$ cat src/rtl/branch_resolution_unit.sv
// branch_resolution_unit: in-flight branch FIFO that checks predictions at resolve time,
// raises the registered flush/redirect and predictor update, and keeps saturating statistics.
module branch_resolution_unit #(
    parameter int DEPTH = 4,
    parameter int CNT_W = 16
) (
    input  logic             clk,
    input  logic             rst_n,
    input  logic             dec_valid,
    input  logic [31:0]      dec_pc,
    input  logic             dec_pred_taken,
    input  logic [31:0]      dec_pred_target,
    input  logic             res_valid,
    input  logic             res_taken,
    input  logic [31:0]      res_target,
    output logic             upd_valid,
    output logic             upd_taken,
    output logic [31:0]      upd_pc,
    output logic             flush,
    output logic [31:0]      redirect_pc,
    output logic             full,
    output logic             err_overflow,
    output logic             err_underflow,
    output logic [CNT_W-1:0] branch_count,
    output logic [CNT_W-1:0] mispredict_count
);
    localparam int AW = $clog2(DEPTH);

    logic [31:0]      r_pc  [DEPTH];
    logic             r_pt  [DEPTH];
    logic [31:0]      r_tgt [DEPTH];
    logic [AW-1:0]    r_head, r_tail;
    logic [AW:0]      r_count;
    logic             r_upd_valid, r_upd_taken, r_flush, r_ovf, r_unf;
    logic [31:0]      r_upd_pc, r_redirect;
    logic [CNT_W-1:0] r_br_cnt, r_mis_cnt;

    logic             w_full, w_empty, w_pop, w_mis, w_push, w_ovf;
    logic [31:0]      w_redirect;

    assign w_full  = r_count == (AW+1)'(DEPTH);
    assign w_empty = r_count == '0;
    assign w_pop   = res_valid && !w_empty;
    assign w_mis   = w_pop && (res_taken != r_pt[r_head] ||
                               (res_taken && res_target != r_tgt[r_head]));
    // A push alongside a mispredicted pop is wrong-path and simply vanishes.
    assign w_push  = dec_valid && !w_full && !w_mis;
    assign w_ovf   = dec_valid && w_full && !w_mis;
    assign w_redirect = res_taken ? res_target : r_pc[r_head] + 32'd4;

    always_ff @(posedge clk) begin
        if (w_push) begin
            r_pc[r_tail]  <= dec_pc;
            r_pt[r_tail]  <= dec_pred_taken;
            r_tgt[r_tail] <= dec_pred_target;
        end
    end

    always_ff @(posedge clk or negedge rst_n) begin
        if (!rst_n) begin
            r_head      <= '0;
            r_tail      <= '0;
            r_count     <= '0;
            r_upd_valid <= 1'b0;
            r_upd_taken <= 1'b0;
            r_upd_pc    <= '0;
            r_flush     <= 1'b0;
            r_redirect  <= '0;
            r_ovf       <= 1'b0;
            r_unf       <= 1'b0;
            r_br_cnt    <= '0;
            r_mis_cnt   <= '0;
        end else begin
            r_upd_valid <= w_pop;
            r_flush     <= w_mis;
            if (w_pop) begin
                r_upd_taken <= res_taken;
                r_upd_pc    <= r_pc[r_head];
            end
            if (w_mis) begin
                r_redirect <= w_redirect;
                r_head     <= r_head + AW'(1);
                r_tail     <= r_head + AW'(1);
                r_count    <= '0;
            end else begin
                r_head  <= r_head + AW'(w_pop);
                r_tail  <= r_tail + AW'(w_push);
                r_count <= r_count + (AW+1)'(w_push) - (AW+1)'(w_pop);
            end
            if (w_ovf)
                r_ovf <= 1'b1;
            if (res_valid && w_empty)
                r_unf <= 1'b1;
            if (w_pop && !(&r_br_cnt))
                r_br_cnt <= r_br_cnt + CNT_W'(1);
            if (w_mis && !(&r_mis_cnt))
                r_mis_cnt <= r_mis_cnt + CNT_W'(1);
        end
    end

    assign upd_valid        = r_upd_valid;
    assign upd_taken        = r_upd_taken;
    assign upd_pc           = r_upd_pc;
    assign flush            = r_flush;
    assign redirect_pc      = r_redirect;
    assign full             = w_full;
    assign err_overflow     = r_ovf;
    assign err_underflow    = r_unf;
    assign branch_count     = r_br_cnt;
    assign mispredict_count = r_mis_cnt;
endmodule

$ cat config.mk
export PLATFORM = sky130hd
export DESIGN_NAME = branch_resolution_unit
export DESIGN_NICKNAME = d
export VERILOG_FILES = /design/src/rtl/branch_resolution_unit.sv
export SDC_FILE = /design/constraint.sdc
export NUM_CORES = 1
export LEC_CHECK = 0
export ABC_AREA = 0
export ABC_CLOCK_PERIOD_IN_PS = 9200
export CAP_MARGIN = 15
export CELL_PAD_IN_SITES_DETAIL_PLACEMENT = 1
export CELL_PAD_IN_SITES_GLOBAL_PLACEMENT = 2
export CORE_MARGIN = 5
export CORE_UTILIZATION = 40
export DETAILED_ROUTE_END_ITERATION = 8
export PLACE_DENSITY = 0.9
export SLEW_MARGIN = 10
export SYNTH_ARGS = -nofsm -noshare
export SYNTH_HDL_FRONTEND = slang
export SYNTH_SLANG_ARGS = --single-unit
$ cat constraint.sdc
create_clock -name clk -period 9.2 [get_ports clk]
set_input_delay 1.84 -clock clk [delete_from_list [all_inputs] [get_ports clk]]
set_output_delay 1.84 -clock clk [all_outputs]
set_load 0.01 [all_outputs]
==> flow_metrics.tcl <==
set metrics [dict create \
    status "complete, no violations" \
    power.total_uw 6070 \
    antenna_found_initial 8 \
    drt_iter0_drc 506 \
    dp_worst_setup_slack_ps 3470 \
    synth_area_mm2 0.0152 \
    place_hpwl_mm 27.8 \
    async_flop_share 0.293 \
    relSlewSlack 0.380 \
    cp-start-kind "flip-flop" \
    cts_buffer_depth 3 \
    clock-sinks 368 \
    cts_root_buffer "clkbuf_16" \
    gr-total-overflow 0 \
    stdcell_count 1684 \
    slowest_delay_ps 720 \
    port_buffers 203 \
    final_common_cell "edfxtp_1" \
    coreArea_mm2 0.0376 \
    vias_per_cell 5.31 \
    route.antenna.remaining_nets 0 \
    synth_area_per_cell_um2 16.7 \
    worst_slew_pin_slew_ps 929 \
    grt_max_degree 72 \
    fin_crit_sh 0.581 \
    r2r_cells 10 \
    syn_to_final_growth_pct 25.7 \
    drc_errors 0 \
    endpoint_kind "flip-flop" \
    synth_top_cells_by_area "edfxtp_1, dfrtp_1, mux4_1, mux4_2, mux2_2" \
    finalMaxSlewViolations 0 \
    cts_resized 0 \
    final_cell_mix "edfxtp_1, clkdlybuf4s50_1, dfrtp_1, nand2_1, xnor2_1" \
    synth_top_area_share 0.513 \
    grt_pass1_wl_mm 60.1 \
    yosysWarnings 0 \
    setup_viol 0 \
    cts_tree "yes" \
    hp-class "flip-flop to flip-flop" \
    cp_slowest_cell "nor2_4" \
    gp_congestion 0.797 \
    setup_tns_ps 0 \
    hold_end "err_overflow" \
    crit_fanout 40 \
    drive_gt1_frac 0.134 \
    numCtsBuffers 40 \
    seq_area_frac_synth 0.690 \
    cp_common_cell "buf_4" \
    ys_seq_elements 368 \
    postCtsSetupRepairBufs 0 \
    drt-pass1-iter-count 5 \
    cts.hold.buffers_added 0 \
    nets 1249 \
    critPathKind "flip-flop to flip-flop" \
    die_height_um 205 \
    finalWirelength_mm 40.4 \
    crit_buf_inv 2 \
    fin_skew_ps 12.2 \
    grt_pass1_vias 9629 \
    yosys.area.top_type "edfxtp_1" \
    grt_usage 0.189 \
    wire_per_inst_um 24.0 \
    peakVddDrop_uv 143 \
    finalHoldViolCount 0 \
    vias 8947 \
    fill_cells 3601 \
    rsz0062_at_grt "false" \
    clk_latency_ps 530 \
    p_leak_uw 0.00694 \
    die_area_mm2 0.0421 \
    period_needed_ps 5350 \
    initial_utilization 0.405 \
    fmax_ghz 0.187 \
    clkTransAtPathRegs_ps 60 \
    htree_num_levels 2 \
    r2r_end "r_pc[3][15]" \
    ioPinCount 204 \
    synth_edf_count 260 \
    die_w_um 205 \
    reg2reg_slack_ps 3850 \
    num_rows 71 \
    dpl.cell_count 1608 \
    hold_start "err_overflow" \
    path_cells "buf_4 > mux4_2 > xor2_1 > nor2_1 > o2111ai_1 > a2111o_1 > o21ai_4 > nand3b_4 > nor2_4 > buf_4" \
    syn_inst 913 \
    r2r_start "r_head[0]" \
    cp.arrival_ps 5510 \
    syn-num-nets 1023 \
    hold_depth 1 \
    power_per_cell_area_mw_per_mm2 317 \
    post-route-util 0.509 \
    fin_ws_ps 3850 \
    ys.flop_type "edfxtp_1" \
    maxCapViolations 0 \
    path_delay_family "buffers and inverters" \
    synth.distinct_cells 55 \
    crit_required_ps 9360 \
]
metal layers:
metal  track usage  wire [µm]  share of wire
met5             0         50         0.0012
met4        0.0500        912          0.023
met3        0.0418       2460          0.061
met2         0.315      19900           0.49
met1         0.254      17100           0.42
through the flow:
step | cell area (µm²) | hold slack (ps)
after global routing | 19100 | 502
after detailed placement | 17800 | 458
after floorplan | 15200 | 493
after global placement | 17800 | 450
final | 19100 | 465
after CTS | 19100 | 470
layout make-up:
type / count / area, µm² / area share
repair buffers: 218 / 2140 / 0.112
inverters: 12 / 45.0 / 0.00235
clock inverters: 15 / 199 / 0.0104
clock buffers: 57 / 1130 / 0.0589
multi-input cells: 499 / 4460 / 0.233
well taps: 511 / 639 / 0.0334
diodes: 4 / 10.0 / 0.000523
flip-flops and latches: 368 / 10500 / 0.550
where the power goes:
| group | internal (µW) | switching (µW) |
|---|---|---|
| clock | 992 | 632 |
| combinational | 965 | 1030 |
| sequential | 2200 | 251 |
logic make-up after synthesis:
family,share of synthesized area
buf+inv,0.0185
simple gates,0.0624
compound gates,0.0270
mux,0.140
fa+ha+maj,0.00707
flops,0.690
xor+xnor,0.0552
registers in the layout (all words and copies together) (netlist names):
| signal | flops |
|---|---|
| r_pt | 4 |
| r_count | 3 |
| mispredict_count | 16 |
| err_overflow | 1 |
| err_underflow | 1 |
| r_tail | 2 |
| upd_taken | 1 |
| redirect_pc | 32 |
| upd_pc | 32 |
| upd_valid | 1 |
| flush | 1 |
| r_head | 2 |
| branch_count | 16 |
| r_tgt | 128 |
| r_pc | 128 |
cell usage after synthesis, types with 6 or more instances:
cell	n
a21oi_1	12
and3_1	11
buf_2	8
buf_4	8
buf_6	7
clkbuf_1	6
dfrtp_1	108
edfxtp_1	260
ha_1	7
inv_1	10
mux2_2	43
mux2i_1	39
mux4_1	24
mux4_2	27
nand2_1	70
nand3_1	19
nand4_1	16
nor2_1	39
nor3_1	12
o21ai_0	32
xnor2_1	50
xor2_1	46
how the worst max path moves through the flow:
stage,startpoint,end,cells past startpoint
after floorplan,res_target[30],r_pc[0][0],9
after global placement,res_target[30],r_tgt[3][22],10
after detailed placement,res_target[30],r_tgt[3][22],10
after CTS,r_head[0],r_pc[3][15],10
after global routing,r_head[0],r_pc[3][16],10
final,r_head[0],r_pc[3][15],10
worst reg2reg max path, stage by stage, from the launching register on:
cell and delay, ps:
dfrtp_4 690, buf_4 660, mux4_2 740, xor2_1 170, nor2_1 330, o2111ai_1 200, a2111o_1 400, o21ai_4 210
nand3b_4 170, nor2_4 730, buf_4 650
No activity file was read; power rests on OpenSTA's default activity.
